### src/rtl/audio_pkg.sv
// Shared constants and helpers for the speaker output path.
package audio_pkg;

    localparam int SAMPLE_W     = 16;
    localparam int VOL_W        = 3;
    localparam int DIV_W        = 10;
    localparam int FRAME_LEN    = 1024;
    localparam int SLOT_CLKS    = 16;
    localparam int SLOTS_PER_CH = 32;
    localparam int DATA_SLOT0   = 1;
    localparam int MCLK_BIT     = 1;
    localparam int SCK_BIT      = 3;
    localparam int LRCK_BIT     = 9;

    typedef logic signed [SAMPLE_W-1:0] sample_t;

    // Mute forces silence; otherwise attenuate by a sign-filling shift.
    function automatic sample_t scale_sample(input sample_t s,
                                             input logic m,
                                             input logic [VOL_W-1:0] v);
        return m ? sample_t'(0) : (s >>> v);
    endfunction

endpackage

### src/rtl/audio_clk_gen.sv
// Free-running frame divider; the DAC clocks are plain register taps of it,
// so they cannot glitch.
module audio_clk_gen
    import audio_pkg::*;
(
    input  logic       clk_100mhz,
    input  logic       rst_n,
    output logic       audio_mclk,
    output logic       audio_sck,
    output logic       audio_lrck,
    output logic [5:0] frame_pos,
    output logic       frame_start,
    output logic       slot_start
);

    logic [DIV_W-1:0] div_cnt;

    // Count every clock, wrapping at the frame length.
    always_ff @(posedge clk_100mhz or negedge rst_n) begin
        if (!rst_n) begin
            div_cnt <= '0;
        end else begin
            div_cnt <= div_cnt + DIV_W'(1);
        end
    end

    assign audio_mclk  = div_cnt[MCLK_BIT];
    assign audio_sck   = div_cnt[SCK_BIT];
    assign audio_lrck  = div_cnt[LRCK_BIT];
    // {half, slot} of the current SCK slot.
    assign frame_pos   = div_cnt[DIV_W-1:4];
    assign frame_start = &div_cnt;
    assign slot_start  = &div_cnt[3:0];

endmodule

### src/rtl/i2s_speaker_serializer.sv
// I2S output stage: latches a scaled L/R pair once per frame and shifts it
// out MSB first with the one-SCK I2S delay.
module i2s_speaker_serializer
    import audio_pkg::*;
(
    input  logic                clk_100mhz,
    input  logic                rst_n,
    input  logic [SAMPLE_W-1:0] audio_left,
    input  logic [SAMPLE_W-1:0] audio_right,
    input  logic                mute,
    input  logic [VOL_W-1:0]    volume,
    output logic                audio_mclk,
    output logic                audio_sck,
    output logic                audio_lrck,
    output logic                audio_sdin,
    output logic                sample_req
);

    logic [5:0] frame_pos;
    logic       frame_start;
    logic       slot_start;

    sample_t    lat_l;
    sample_t    lat_r;

    logic [5:0] pos_next;
    logic [4:0] slot_next;
    logic       half_next;
    sample_t    word_next;
    logic [3:0] bit_idx;
    logic       sdin_next;

    audio_clk_gen u_clk_gen (
        .clk_100mhz  (clk_100mhz),
        .rst_n       (rst_n),
        .audio_mclk  (audio_mclk),
        .audio_sck   (audio_sck),
        .audio_lrck  (audio_lrck),
        .frame_pos   (frame_pos),
        .frame_start (frame_start),
        .slot_start  (slot_start)
    );

    // Capture the scaled sample pair as the frame wraps; flag it one cycle later.
    always_ff @(posedge clk_100mhz or negedge rst_n) begin
        if (!rst_n) begin
            lat_l      <= '0;
            lat_r      <= '0;
            sample_req <= 1'b0;
        end else begin
            sample_req <= frame_start;
            if (frame_start) begin
                lat_l <= scale_sample($signed(audio_left), mute, volume);
                lat_r <= scale_sample($signed(audio_right), mute, volume);
            end
        end
    end

    // Bit for the slot about to begin. Slot k carries bit 16-k, which
    // modulo 16 is simply -k on the low four slot bits.
    always_comb begin
        pos_next  = frame_pos + 6'd1;
        slot_next = pos_next[4:0];
        half_next = pos_next[5];
        word_next = half_next ? lat_r : lat_l;
        bit_idx   = 4'd0 - slot_next[3:0];
        sdin_next = 1'b0;
        if (slot_next >= 5'(DATA_SLOT0) && slot_next <= 5'(DATA_SLOT0 + SAMPLE_W - 1)) begin
            sdin_next = word_next[bit_idx];
        end
    end

    // Serial data moves on the SCK falling edge and holds for the whole slot.
    always_ff @(posedge clk_100mhz or negedge rst_n) begin
        if (!rst_n) begin
            audio_sdin <= 1'b0;
        end else if (slot_start) begin
            audio_sdin <= sdin_next;
        end
    end

endmodule

### config.mk
export PLATFORM = sky130hd
export DESIGN_NAME = i2s_speaker_serializer
export DESIGN_NICKNAME = d
export VERILOG_FILES = /design/src/rtl/audio_pkg.sv /design/src/rtl/audio_clk_gen.sv /design/src/rtl/i2s_speaker_serializer.sv
export SDC_FILE = /design/constraint.sdc
export NUM_CORES = 1
export LEC_CHECK = 0
export CAP_MARGIN = 5
export CELL_PAD_IN_SITES_DETAIL_PLACEMENT = 1
export CELL_PAD_IN_SITES_GLOBAL_PLACEMENT = 2
export CORE_ASPECT_RATIO = 1.4
export CORE_MARGIN = 3
export CORE_UTILIZATION = 39
export CTS_BUF_LIST = sky130_fd_sc_hd__clkbuf_2 sky130_fd_sc_hd__clkbuf_4 sky130_fd_sc_hd__clkbuf_8
export DETAILED_ROUTE_END_ITERATION = 8
export GPL_TIMING_DRIVEN = 0
export PLACE_DENSITY_LB_ADDON = 0.2
export SYNTH_ARGS = -nofsm -noshare
export SYNTH_HDL_FRONTEND = slang
export SYNTH_SLANG_ARGS = --single-unit
### constraint.sdc
create_clock -name clk_100mhz -period 6.9 [get_ports clk_100mhz]
set_input_delay 1.38 -clock clk_100mhz [delete_from_list [all_inputs] [get_ports clk_100mhz]]
set_output_delay 1.38 -clock clk_100mhz [all_outputs]
set_load 0.05 [all_outputs]
==> impl_results.md <==
- Status: finished, final reports clean
- Final ANT Viol Nets: 0
- Clk pwr share: 34.7%
- Clock sinks: 44
- Fin crit share: 42.7%
- GR peak layer: met2
- Critical Path AT: 1.56 ns
- Cell Count, Final, Fillers Out: 478
- Post-synthesis sequential area ratio: 33.8%
- Met3 Usage GRT: 2.23%
- Hold-fix buffers, CTS: 0
- Root Buffer: clkbuf_8
- Maximum root-to-sink buffer count: 2
- CP Launch Type: flip-flop
- Relative max-transition margin: 58.4%
- CP required: 5.52 ns
- Net Switching: 0.151 mW
- Area contributors post-synth: dfrtp_1, mux2i_1, mux4_2
- Final estimated routing congestion in global placement: 0.880
- Hold Crit Class: reg -> reg
- Number of enable flip-flop cells after synthesis: 0
- Routed WL: 9620 um
- Layout cells sized above 1: 14.6%
- Post-synth cell types: 51
- Slowest cell on crit path: clkdlybuf4s50_1
- Cell area after synthesis: 3260 sq um
- Syn Nets: 371
- Largest area contributor in the netlist: dfrtp_1
- FF+latch count, synth: 44
- Max-cap violations: 0
- Initial antenna violation count: 0
- Antenna diodes: 0
- Fmax: 340 MHz
- Crit-path leading delay family: buffers and inverters
- Logic pwr share: 19.5%
- Starting Density: 41.1%
- First-pass GRT wire length: 15800 um
- RSZ-0062 raised after global routing: no
- Crit-path cells: clkdlybuf4s50_1
- Ys Warns: 0
- Worst VDD drop: 0.0826 mV
- Slew @ Worst Pin: 0.609 ns
- Tot GR Track Use: 21.3%
- Count of final hold-check violations: 0
- Part of the power in registers: 45.8%
- Setup Crit Path Kind: reg -> out
- GRT Residual Overflow: 0
- Grt met1 use: 22.5%
- Core area: 7940 sq um
- GR met2 Demand/Resource: 41.4%
- Pleak: 1.66 nW
- DR vias/cell: 5.74
- Cell total after placement: 470
- # Post-CTS Setup Buffers: 0
- CP peak stage delay: 0.83 ns
- 1st-pass router iterations: 4
- Maximum fanout along the worst path: 5
- Slew Limit Fails: 0
- Initial DRC count: 59
- Later-pin clock latency in the skew report: 0.31 ns
- Die Y: 114 um
- Share of the synthesized area in the top cell type: 33.8%
- P per Cell Area: 148 nW/um^2
- Area Growth Syn to Fin: 19.7%
- Buffers on Ports: 39
- Synth Flop Type: dfrtp_1
- Internal: 0.428 mW
- Async SR Flop Fraction: 100%
- Cells after Synth: 330
- Std cell rows: 38
- Final min period: 2.94 ns
- DR vias: 2746
- H-tree Lvls: 2
- WL/cell: 20.1 um
- Largest net degree at the start of global routing: 37
- DRC: 0
- Clock Pin Slew Worst Setup and Hold Paths: 0.08 ns
- Cts repair resizes: 0
- Io pins: 43
- Setup Viol. Count Final: 0
- Setup_tns: 0 ns
- Synth Area per Inst: 9.88 sq um
- Die area: 9510 sq um
- Clock Skews: 0.00519 ns
- Sw Ratio: 26.0%
- Number of global-route vias before repair: 3085
- CP endpoint kind: output pin
- Die Span X: 83.3 um
- Total CTS buffers: 5
- CTS tree: yes
- # nets final: 418
- WP buf/inv: 1
- HPWL after DPL: 7860 um
-- worst paths after layout --
check                                     start              endpoint  slack (ns)  cells past startpoint
max reg2reg                u_clk_gen.div_cnt[4]            audio_sdin        4.31                      9
min                        u_clk_gen.div_cnt[0]  u_clk_gen.div_cnt[0]        0.48                      1
min reg2reg                u_clk_gen.div_cnt[0]  u_clk_gen.div_cnt[0]        0.48                      1
max                        u_clk_gen.div_cnt[3]             audio_sck        3.96                      1
max in group asynchronous                 rst_n             lat_r[11]        5.51                      2
min in group asynchronous                 rst_n  u_clk_gen.div_cnt[5]        0.92                      1
-- area by class of cell --
type / instances / area [sq um]
clock inverter: 3 / 42.5
clock buffer: 5 / 68.8
multi-input combinational: 249 / 1990
timing repair buffer: 40 / 405
inverter: 9 / 33.8
fill: 919 / 4040
sequential: 44 / 1100
tap: 100 / 125
buffer: 28 / 136
-- cell usage in the layout (no fill, tap or decap), drive strengths merged, types with 8 or more instances in the layout --
cell type,netlist,layout
clkbuf,14,19
clkdlybuf4s50,0,38
nand2,39,39
nor3,9,9
nor2,9,9
a22o,8,8
o21ai,34,34
dfrtp,44,44
buf,14,16
a21oi,8,8
mux2,9,9
inv,9,9
mux2i,46,46
mux4,14,14
-- sequential cells by signal (all words and copies together), names as in the netlist --
name	flops
lat_l	16
lat_r	16
u_clk_gen.div_cnt	10
audio_sdin	1
sample_req	1
-- synthesized netlist by cell type, types with 3 or more instances --
master    count
a211oi_1      7
a21oi_1       8
a22o_1        8
buf_2         7
buf_4         6
clkbuf_1     14
dfrtp_1      44
ha_1          3
inv_1         8
mux2_2        9
mux2i_1      46
mux4_2       14
nand2_1      38
nand2b_1      6
nand3_1       6
nand4_1       3
nor2_1        9
nor2b_1       4
nor3_1        9
o21ai_0      19
o21ai_1      15
o22ai_1       3
o31ai_1       3
xnor2_1       5
xor2_1        4
-- routing by layer --
layer  wire (um)  share of wire, %
met4         366               3.8
met1        3810                40
met3         224               2.3
met5           0                 0
met2        5220                54
-- metrics by stage --
stage | setup WS [ns] | utilization [%] | hold slack [ns] | power [mW] | instance area (sq um)
floorplan | 4.16 | - | 0.441 | 0.334 | 3260
global placement | 3.28 | 47.6 | 0.458 | 0.380 | 3780
detailed placement | 3.71 | 47.7 | 0.468 | 0.384 | 3790
CTS | 3.93 | 49.1 | 0.480 | 0.587 | 3900
global route | 3.90 | 49.1 | 0.515 | 0.604 | 3900
finish | 3.96 | 49.1 | 0.477 | 0.578 | 3900
-- cells by family after synthesis --
kind of cell             count (synthesis)  synth area share [%]
AND/OR/NAND/NOR                         87                  13.5
AO/OA/AOI/OAI                           81                  17.0
multiplexers                            69                  26.9
flip-flops                              44                  33.8
buffers and inverters                   37                  5.22
XOR/XNOR                                 9                  2.42
adder cells (fa/ha/maj)                  3                  1.15
-- power groups by stage --
stage          sequential [mW]  clock [mW]  combinational [mW]
6_report                 0.265       0.201               0.113
3_5_place_dp             0.270           0               0.114
3_3_place_gp             0.270           0               0.110
5_1_grt                  0.265       0.216               0.123
2_1_floorplan            0.270           0              0.0643
4_1_cts                  0.265       0.208               0.114
Note: power is estimated with default switching activity, not from simulation.
==> variant (same settings) <==
Change the package constant `VOL_W` from 3 to 4.
--- a/src/rtl/audio_pkg.sv
+++ b/src/rtl/audio_pkg.sv
@@ -3,5 +3,5 @@
 
     localparam int SAMPLE_W     = 16;
-    localparam int VOL_W        = 3;
+    localparam int VOL_W        = 4;
     localparam int DIV_W        = 10;
     localparam int FRAME_LEN    = 1024;
Interface: changed (resized volume); port bits go from 43 to 44. The function was not compared with the original's and may differ.
==> variant against the unedited design <==
  * Area after synthesis up 4.1%
  * Utilization decreased by 0.36 points
  * Routed wire length increased by 12%
  * Sequential cell count stayed put
  * First-iteration DRC count rose by 85%
  * Power down 4.0%
  * Worst setup slack worse by 0.57 ns
  * Sequential share of layout area shrank 1.0 points
  * Clock power decreased by 20%
  * Worst hold slack got worse by 0.014 ns
  * Design area is 3.7% higher
==> variant: results (changes against the unedited design) <==
- The gate count after technology mapping is 360 (+9.1%).
- The largest net degree at the start of global routing was 39 (+5.4%).
- The routing usage on met2 is 0.468 (+0.0540).
- The critical path is of the in2reg type.
- The total placed instance area is 0.00397 mm² (+4.6%).
- The total nets after synthesis came to 402 (+8.4%).
- The reg-to-reg setup timing slack was 3.78 ns (-0.53 ns).
- The worst hold slack was 0.463 ns (-0.0142 ns).
- The final setup skew was 0.00461 ns (-0.000582 ns).
- Yosys attributes the largest share of cell area to sky130_fd_sc_hd__dfrtp_1, sky130_fd_sc_hd__mux4_2, sky130_fd_sc_hd__o21ai_0.
- The total power divided by cell area is 137 mW/mm² (-7.5%).
- The largest voltage drop on the vdd net was 0.0726 mV (-12%).
- The power consumed by combinational cells is 133 µW (+18%).
- The routability congestion estimate is 0.818 (-7.0%).
- The critical path arrival is 3.70 ns (+2.14 ns).
- The met1 capacity usage during global routing came to 0.230 (+0.00525).
- The post-layout net count is 453 (+8.4%).
- The number of design-rule violations left by the first detailed-router iteration was 109 (+85%).
- The share of synthesized area occupied by flip-flops and latches is 0.324 (-0.0132).
- The flow ran to the end, and the final reports show no timing, DRC or antenna violations.
- The count of cell types in the netlist came to 42 (-18%).
- The share of total power in sequential cells was 0.471 (+0.013).
- The global-route total usage across every layer came to 0.230 (+0.0167).
- The detailed route wirelength on metal3 was 288 µm (+29%).
- The first-pass GRT wire length came to 17,500 µm (+11%).
- The length of routed met2 wiring came to 6190 µm (+19%).
- The global routing met3 resource utilization is 0.0240 (+0.00168).
- The logic depth of the worst register-to-register path is 12 (+3).
- The number of buffers inserted by port buffering is 43 (+10%).
- The fraction of layout cells with a size suffix above 1 is 0.151 (+0.00535).
- By count the netlist is led by sky130_fd_sc_hd__nand2_1, sky130_fd_sc_hd__o21ai_0, sky130_fd_sc_hd__dfrtp_1.
- The beginning of the critical path is volume[0].
- The capturing element of the worst setup path is lat_l[13]$_DFFE_PN0P_.
- The pre-CTS worst setup slack is 3.01 ns (-0.704 ns).
- The slew at the pin closest to its max-slew limit was 0.600 ns (-0.00880 ns).
## variant: critical path, cell delays in order
cell and delay, ns:
sky130_fd_sc_hd__clkdlybuf4s50_1 0.52, sky130_fd_sc_hd__buf_4 0.24, sky130_fd_sc_hd__buf_2 0.34, sky130_fd_sc_hd__mux2_2 0.38, sky130_fd_sc_hd__mux2i_1 0.17, sky130_fd_sc_hd__o21ai_0 0.14, sky130_fd_sc_hd__o21ai_0 0.39, sky130_fd_sc_hd__o21ai_0 0.13
## variant: cell type report
class,count,area (µm²),area share
plain buffers,30,139,0.0343
clock buffers,5,68.8,0.0170
clock inverters,2,12.5,0.00309
inverters,10,37.5,0.00927
multi-input cells,276,2120,0.523
flip-flops and latches,44,1100,0.272
well taps,102,128,0.0315
repair buffers,44,445,0.110
## variant: logic make-up after synthesis
family,share of synthesized area
flops,0.324
xor+xnor,0.0232
fa+ha+maj,0.0111
mux,0.280
buf+inv,0.0520
compound gates,0.169
simple gates,0.140
